===== src/rtl/mem_port_arbiter_pkg.sv =====
// rtl/mem_port_arbiter_pkg.sv - shared encodings for the unified memory port arbiter
package mem_port_arbiter_pkg;

    // Load and store funct3 codes share encodings; only the load names are used in decode.
    localparam logic [2:0] F3_LB  = 3'b000;
    localparam logic [2:0] F3_LH  = 3'b001;
    localparam logic [2:0] F3_LW  = 3'b010;
    localparam logic [2:0] F3_LBU = 3'b100;
    localparam logic [2:0] F3_LHU = 3'b101;
    localparam logic [2:0] F3_SB  = 3'b000;
    localparam logic [2:0] F3_SH  = 3'b001;
    localparam logic [2:0] F3_SW  = 3'b010;

    localparam logic [31:0] NOP_INSTR = 32'h0000_0013;

    typedef enum logic [1:0] {
        S_IDLE  = 2'd0,
        S_FETCH = 2'd1,
        S_DATA  = 2'd2
    } arb_state_t;

endpackage


===== src/rtl/mem_port_arbiter_align_check.sv =====
// rtl/mem_port_arbiter_align_check.sv - range and alignment fault detection for one access
module mem_align_check
    import mem_port_arbiter_pkg::*;
#(
    parameter int ADDR_W = 6
) (
    input  logic [31:0] addr,
    input  logic [2:0]  funct3,
    input  logic        is_data,
    output logic        fault
);

    logic out_of_range;
    logic misaligned;

    assign out_of_range = (addr >> (ADDR_W + 2)) != 32'd0;

    // Fetches are always word accesses; unsupported data widths fault.
    always_comb begin
        misaligned = 1'b0;
        if (!is_data) begin
            misaligned = addr[1:0] != 2'b00;
        end else begin
            case (funct3)
                F3_LW:         misaligned = addr[1:0] != 2'b00;
                F3_LH, F3_LHU: misaligned = addr[0];
                F3_LB, F3_LBU: misaligned = 1'b0;
                default:       misaligned = 1'b1;
            endcase
        end
    end

    assign fault = out_of_range | misaligned;

endmodule


===== src/rtl/mem_port_arbiter.sv =====
// rtl/mem_port_arbiter.sv - fetch/data arbiter in front of a single unified memory array
module mem_port_arbiter
    import mem_port_arbiter_pkg::*;
#(
    parameter int ADDR_W       = 6,
    parameter int DATA_RUN_MAX = 4
) (
    input  logic              clk,
    input  logic              rst,
    input  logic              if_req,
    input  logic [31:0]       if_addr,
    output logic              if_gnt,
    output logic              if_valid,
    output logic [31:0]       if_instr,
    input  logic              d_read,
    input  logic              d_write,
    input  logic [31:0]       d_addr,
    input  logic [31:0]       d_wdata,
    input  logic [2:0]        d_funct3,
    output logic              d_gnt,
    output logic              d_valid,
    output logic [31:0]       d_rdata,
    output logic              d_err,
    output logic              stall,
    output logic              m_read,
    output logic              m_write,
    output logic [ADDR_W-1:0] m_addr,
    output logic [31:0]       m_wdata,
    output logic [2:0]        m_funct3,
    input  logic [31:0]       m_rdata
);

    localparam int RUN_W = $clog2(DATA_RUN_MAX + 1);

    arb_state_t       state;
    arb_state_t       state_next;
    logic [RUN_W-1:0] run_cnt;
    logic             d_req;
    logic             run_full;
    logic             if_fault;
    logic             d_fault;
    logic             sel_data;
    logic             d_load_ok;

    mem_align_check #(.ADDR_W(ADDR_W)) u_if_check (
        .addr    (if_addr),
        .funct3  (F3_LW),
        .is_data (1'b0),
        .fault   (if_fault)
    );

    mem_align_check #(.ADDR_W(ADDR_W)) u_d_check (
        .addr    (d_addr),
        .funct3  (d_funct3),
        .is_data (1'b1),
        .fault   (d_fault)
    );

    assign d_req    = d_read | d_write;
    assign run_full = run_cnt == RUN_W'(DATA_RUN_MAX);

    always_ff @(posedge clk) begin
        if (rst) begin
            state <= S_IDLE;
        end else begin
            state <= state_next;
        end
    end

    always_comb begin
        state_next = state;
        if (d_gnt) begin
            state_next = S_DATA;
        end else if (if_gnt) begin
            state_next = S_FETCH;
        end else begin
            state_next = S_IDLE;
        end
    end

    // An idle port keeps its mux on the last data winner to avoid needless address toggling.
    always_comb begin
        if_gnt   = if_req & (~d_req | run_full);
        d_gnt    = d_req & ~if_gnt;
        stall    = (if_req & ~if_gnt) | (d_req & ~d_gnt);
        sel_data = d_gnt | (~if_gnt & (state == S_DATA));
        m_addr   = sel_data ? d_addr[ADDR_W+1:2] : if_addr[ADDR_W+1:2];
        m_funct3 = sel_data ? d_funct3 : F3_LW;
        m_wdata  = d_wdata;
        m_read   = ~rst & ((if_gnt & ~if_fault) | (d_gnt & ~d_write & ~d_fault));
        m_write  = ~rst & d_gnt & d_write & ~d_fault;
    end

    assign d_load_ok = d_gnt & ~d_write & ~d_fault;

    always_ff @(posedge clk) begin
        if (rst) begin
            if_valid <= 1'b0;
            d_valid  <= 1'b0;
            d_err    <= 1'b0;
            if_instr <= 32'd0;
            d_rdata  <= 32'd0;
            run_cnt  <= '0;
        end else begin
            if_valid <= if_gnt;
            d_valid  <= d_load_ok;
            d_err    <= d_gnt & d_fault;
            if (if_gnt) begin
                if_instr <= if_fault ? NOP_INSTR : m_rdata;
            end
            if (d_load_ok) begin
                d_rdata <= m_rdata;
            end
            if (if_gnt | ~if_req) begin
                run_cnt <= '0;
            end else if (d_gnt & ~run_full) begin
                run_cnt <= run_cnt + 1'b1;
            end
        end
    end

endmodule

===== config.mk =====
export PLATFORM = sky130hd
export DESIGN_NAME = mem_port_arbiter
export DESIGN_NICKNAME = d
export VERILOG_FILES = /design/src/rtl/mem_port_arbiter_pkg.sv /design/src/rtl/mem_port_arbiter_align_check.sv /design/src/rtl/mem_port_arbiter.sv
export SDC_FILE = /design/constraint.sdc
export NUM_CORES = 1
export LEC_CHECK = 0
export ABC_AREA = 0
export CAP_MARGIN = 40
export CELL_PAD_IN_SITES_DETAIL_PLACEMENT = 0
export CELL_PAD_IN_SITES_GLOBAL_PLACEMENT = 1
export CORE_MARGIN = 2
export CORE_UTILIZATION = 24
export DETAILED_ROUTE_END_ITERATION = 10
export GPL_ROUTABILITY_DRIVEN = 0
export GPL_TIMING_DRIVEN = 0
export HOLD_SLACK_MARGIN = 0.12
export PLACE_DENSITY = 0.78
export REMOVE_ABC_BUFFERS = 1
export SYNTH_ARGS = -nofsm -noshare
export SYNTH_HDL_FRONTEND = slang
export SYNTH_SLANG_ARGS = --single-unit

===== constraint.sdc =====
create_clock -name clk -period 2.4 [get_ports clk]
set_input_delay 0.24 -clock clk [delete_from_list [all_inputs] [get_ports clk]]
set_output_delay 0.24 -clock clk [all_outputs]
set_load 0.03 [all_outputs]

==> impl_metrics.tcl, run 1 <==
set metrics [dict create \
    clock_path_buffers 2 \
    min_to "if_instr[24]" \
    setup_slack_ns -0.0211 \
    fin_worst_skew_ns 0.00645 \
    yosys_warnings 0 \
    drtAntennaViolNets 0 \
    initial_utilization_pct 24.6 \
    cp-start-kind "flop" \
    power.density_mw_per_mm2 520 \
    route.detailed.drc 0 \
    syn-cell-area_mm2 0.00356 \
    fin_crit_sh_pct 101 \
    viasPerCell 5.14 \
    synth_mux_area_share_pct 1.90 \
    htreeDepth 3 \
    firstDrtPassIters 4 \
    synth_xor_area_share_pct 0.246 \
    grt_overflow_total 0 \
    rrSetupSlack_ns 0.24 \
    ys_seq_area_share_pct 40.5 \
    multi_input_area_mm2 0.00169 \
    grt_pass1_wl_um 23600 \
    min_from "if_instr[24]" \
    hold_viol 0 \
    yosys.area_share.simple_pct 22.8 \
    numCtsBuffers 9 \
    end_kind "output port" \
    required_ns 2.16 \
    timing.rr.start "run_cnt[1]" \
    antenna_found_initial 0 \
    min_period_ns 2.42 \
    async_flop_share_pct 0 \
    wl_um 16000 \
    die_w_um 126 \
    fmax_ghz 0.413 \
    ios 249 \
    antenna_cells 0 \
    critical_path_arrival_ns 2.18 \
    fillCellCount 1437 \
    finalSetupViolations 6 \
    area_growth_pct 72.7 \
    finalPower_mw 3.19 \
    tritoncts "built" \
    hold_path.class "flop to flop" \
    vias 4007 \
    rr_endpoint "if_instr[20]" \
    synth-edff-count 0 \
    syn-instance-count 430 \
    layout-drive-gt1-share_pct 16.3 \
    synth_area_leader_cell "dfxtp_1" \
    cts_hold_repair.buffers 0 \
    yosys_register_bits 72 \
    track_usage_pct 19.5 \
    path_max_fanout 10 \
    synthAdderAreaFrac_pct 0.704 \
    synth_top_family_by_area "simple AND/OR/NAND/NOR gates" \
    synthTopCellsByArea "dfxtp_1 (41%), a21oi_1 (8.9%), o41ai_1 (7.9%), buf_4 (6.8%), or4_1 (6.1%)" \
    seqCellArea_mm2 0.00144 \
    final_area_mm2 0.00614 \
    synth-compound-area-share_pct 18.3 \
    synth.distinct_cells 34 \
    place_area_mm2 0.00541 \
    ir_worst_vdd_v 0.000320 \
    maxCapViolations 0 \
    maxSlewViolCount 0 \
    crit_type "flop to output port" \
    cts_sinks 72 \
    worst_pin_slew_ns 0.776 \
    ys_top_cells_by_count "dfxtp_1 (72), a21oi_1 (63), nand4_1 (34)" \
    max_slew_margin_pct 48.3 \
    clk_pin_slew_worst_paths_ns 0.05 \
    failed_checks "negative setup slack" \
    synth_top_area_share_pct 40.5 \
    holdPathStages 2 \
    rows 44 \
    core_mm2 0.0145 \
    die_area_mm2 0.0158 \
    rsz0062_at_grt "yes" \
    clock_latency_ns 0.34 \
    outcome "complete, but fails checks" \
    yosysMostFrequentCell "dfxtp_1" \
    synthFlopType "dfxtp_1" \
    hpwl_um 10900 \
    port_buffers 184 \
    grt_pass1_vias 4101 \
    routedWlPerCell_um 20.5 \
    cts_root_buffer "clkbuf_16" \
    ff2ff_path_depth 10 \
    holdWs_ns 0.453 \
    first_iter_violations 226 \
    nets 729 \
    p_leak_nw 2.19 \
    grt_max_degree 37 \
    die_h_um 126 \
    syn_avg_cell_area_um2 8.27 \
]
-- where the power goes --
part | internal (mW) | total [mW] | switching, mW
Combinational | 0.263 | 0.478 | 0.214
Clock | 1.01 | 1.51 | 0.499
Sequential | 1.20 | 1.21 | 0.00294
-- cell usage in the layout, fill, tap and decap left out, types with 6 or more instances in the layout --
master	synthesis	routed
nor4_1	16	13
inv_1	32	31
or4_1	29	29
nor2_1	11	11
clkbuf_16	0	10
buf_4	32	26
nand2_1	30	30
mux2_4	0	6
a21oi_1	63	62
dfxtp_1	72	70
o41ai_1	32	32
clkdlybuf4s50_1	0	171
buf_6	1	12
nand4_1	34	34
-- cell type report --
type | instances | area share [%]
Tap cell | 184 | 3.75
Sequential cell | 72 | 23.5
Clock inverter | 6 | 1.75
Timing Repair Buffer | 223 | 37.2
Timing Repair inverter | 2 | 0.285
Clock buffer | 10 | 3.73
Inverter | 33 | 2.28
Multi-Input combinational cell | 250 | 27.5
-- layer usage --
| layer | share of wire [%] | track usage (%) | routed length [µm] | vias to the layer above |
|---|---|---|---|---|
| met3 | 11 | 10.8 | 1790 | 24 |
| li1 | - | - | - | 1870 |
| met2 | 45 | 29.1 | 7270 | 196 |
| met5 | 0.51 | 4.64 | 82 | - |
| met1 | 41 | 24.1 | 6640 | 1915 |
| met4 | 1.5 | 4.90 | 244 | 2 |
-- worst max path at each step --
stage / from / end / slack (ns)
6_report: run_cnt[1] / m_addr[3] / -0.02
5_1_grt: run_cnt[1] / m_addr[0] / -0.08
4_1_cts: run_cnt[0] / m_addr[3] / 0.005
3_5_place_dp: d_write / m_addr[3] / -1.34
3_3_place_gp: d_write / m_addr[3] / -2.84
2_1_floorplan: run_cnt[0] / m_addr[0] / -1.24
-- registers in the layout, indices dropped and copies added, names as in the netlist --
name and cells:
d_rdata 32, if_instr 32, run_cnt 3, state 2
d_err 1, d_valid 1, if_valid 1
-- per-stage QoR --
stage	setup TNS, ns	util (%)	cells	setup slack [ns]
2_1_floorplan	-42.18	-	354	-1.24
4_1_cts	0	41.5	772	0.00492
3_5_place_dp	-37.15	37.4	734	-1.34
3_3_place_gp	-132.69	35.9	722	-2.84
5_1_grt	-0.555	42.4	780	-0.0833
6_report	-0.0966	42.4	780	-0.0211
-- critical path: stages (launching register included) --
cell	delay (ns)
dfxtp_2	0.32
inv_1	0.05
ha_2	0.18
and2_4	0.17
o21ai_4	0.19
buf_12	0.16
inv_16	0.05
a21oi_4	0.13
buf_12	0.14
mux2_4	0.31
buf_6	0.14
-- cell families (layout without fill, tap and decap cells) --
logic type / count (synthesis) / count (layout)
AOI/OAI and AO/OA: 100 / 101
xor gates and xnor gates: 1 / 1
adders and majority gates: 2 / 2
buffers and inverters: 109 / 274
DFF: 72 / 72
muxes: 6 / 6
and+or+nand+nor: 140 / 140
-- repair_timing --
item,in CTS,in global routing
setup buffers,18,6
gates cloned,4,2
setup endpoints to repair,50,11
pin swaps,6,6
gates resized for setup,84,27
No activity file was read; power rests on OpenSTA's default activity.
==> run 2: changes to the inputs <==
- CORE_MARGIN: 2 -> default
==> run 2 against run 1 <==
Against the previous run:
- critical endpoint unchanged
- the flow now finishes without violations
- via count decreased by 0.37%
- largest power group unchanged
- global-route usage grew 0.40 points
- utilization down 0.78 points
==> impl_metrics.tcl, run 2 (synthesized netlist as in run 1, its figures left out) <==
set metrics [dict create \
    outcome "complete, no violations" \
    final_util_pct 41.6 \
    die_area_mm2 0.0153 \
    end_kind "output port" \
    fin_worst_skew_ns 0.00349 \
    cts_sinks 72 \
    cpMostUsedCell "buf_12" \
    mostFrequentLayoutCells "clkdlybuf4s50_1 (171), dfxtp_1 (70), a21oi_1 (63), nand4_1 (34), o41ai_1 (32)" \
    nets 724 \
    fin_crit_sh_pct 99.9 \
    grt_max_degree 42 \
    cp-start-kind "flop" \
    core_mm2 0.0145 \
    firstDrtPassIters 4 \
    p_leak_nw 2.14 \
    max_slew_margin_pct 50.8 \
    slowest_stage "dfxtp_2" \
    finalSetupViolations 0 \
    layout-drive-gt1-share_pct 15.4 \
    cts_hold_repair.buffers 0 \
    antenna_cells 0 \
    dp_cells 734 \
    clock_path_buffers 2 \
    first_iter_violations 216 \
    hold_viol 0 \
    rsz0062_at_grt "yes" \
    worst-path-buf-inv 5 \
    required_ns 2.16 \
    vias 3992 \
    htreeDepth 3 \
    routedWlPerCell_um 19.6 \
    fin_cells 775 \
    maxCapViolations 0 \
    ir_worst_vdd_v 0.000446 \
    grt_overflow_total 0 \
    crit_chain "inv_2 > ha_2 > and2_4 > o21ai_4 > buf_12 > clkinv_16 > a21oi_4 > buf_12 > mux2_4 > buf_6" \
    grt_pass1_wl_um 22200 \
    final_common_cell "clkdlybuf4s50_1" \
    critPathMaxStageDelay_ns 0.33 \
    power.density_mw_per_mm2 496 \
    route.detailed.drc 0 \
    hpwl_um 10300 \
    clk_pin_slew_worst_paths_ns 0.06 \
    port_buffers 184 \
    drtAntennaViolNets 0 \
    die_w_um 124 \
    initial_utilization_pct 24.6 \
    crit_family "buffers and inverters" \
    rows 44 \
    hold_path.class "input port to flop" \
    crit_type "flop to output port" \
    maxSlewViolCount 0 \
    top_regs "d_rdata: 32 flops, if_instr: 32 flops, run_cnt: 3 flops" \
    wl_um 15200 \
    grt_pass1_vias 3971 \
    fillCellCount 1400 \
    die_h_um 124 \
    tritoncts "built" \
    numCtsBuffers 9 \
    clock_latency_ns 0.34 \
    min_period_ns 2.40 \
    place_area_mm2 0.00540 \
    cts_root_buffer "clkbuf_16" \
    track_usage_pct 19.9 \
    worst_pin_slew_ns 0.738 \
    critical_path_arrival_ns 2.16 \
    antenna_found_initial 0 \
    viasPerCell 5.15 \
    ios 249 \
    fmax_ghz 0.417 \
    path_max_fanout 7 \
    final_area_mm2 0.00603 \
    area_growth_pct 69.5 \
    finalPower_mw 2.99 \
]
-- run 2: area by class of cell --
class                      instances  area, µm²  area share (%)
timing repair buffer             218       2220            36.9
multi-input combinational        250       1670            27.7
sequential                        72       1440            24.0
tap                              184        230            3.82
clock buffer                      10        229            3.80
inverter                          33        150            2.49
clock inverter                     6       60.1           0.996
timing repair inverter             2       20.0           0.332
-- run 2: timing repair --
item                                    in CTS  in global routing
pin swaps                                    8                  3
resized for setup                           84                 21
buffers inserted                            16                  5
cloned                                       3                  1
endpoints found under the setup margin      47                 11
-- run 2: metal layers --
| layer | GRT usage, % | up-vias | part of all wire, % |
|---|---|---|---|
| li1 | - | 1873 | - |
| met1 | 23.1 | 1870 | 39 |
| met2 | 29.5 | 223 | 45 |
| met3 | 12.2 | 24 | 13 |
| met4 | 6.17 | 2 | 1.9 |
| met5 | 5.56 | - | 0.64 |
-- run 2: worst paths after layout --
path	startpoint	slack [ns]	cells after the start	endpoint
min reg2reg	if_instr[22]	0.45	2	if_instr[22]
max	run_cnt[0]	0.003	10	m_addr[3]
min	rst	0.42	2	state[0]
max reg2reg	run_cnt[0]	0.25	11	d_rdata[28]
-- run 2: metrics by stage --
step / setup TNS, ns / hold WS [ns] / setup WS (ns)
after detailed placement: -34.26 / 0.436 / -1.33
final: 0 / 0.417 / 0.00279
after global placement: -133.64 / 0.427 / -2.84
after global routing: -0.551 / 0.442 / -0.0798
after floorplan: -42.18 / 0.309 / -1.24
after CTS: 0 / 0.386 / 0.00274
-- run 2: worst reg2reg max path, delay by kind of cell, from the launching register on --
family,cells,cell delay [ns]
AO/OA/AOI/OAI,3,0.63
adder cells (fa/ha/maj),1,0.16
buffers and inverters,6,0.73
flip-flops,1,0.33
AND/OR/NAND/NOR,1,0.16
-- run 2: power breakdown --
part / internal (mW) / total [mW] / switching (mW)
Clock: 0.799 / 1.32 / 0.521
Sequential: 1.20 / 1.21 / 0.00324
Combinational: 0.257 / 0.465 / 0.208
Total: 2.26 / 2.99 / 0.732
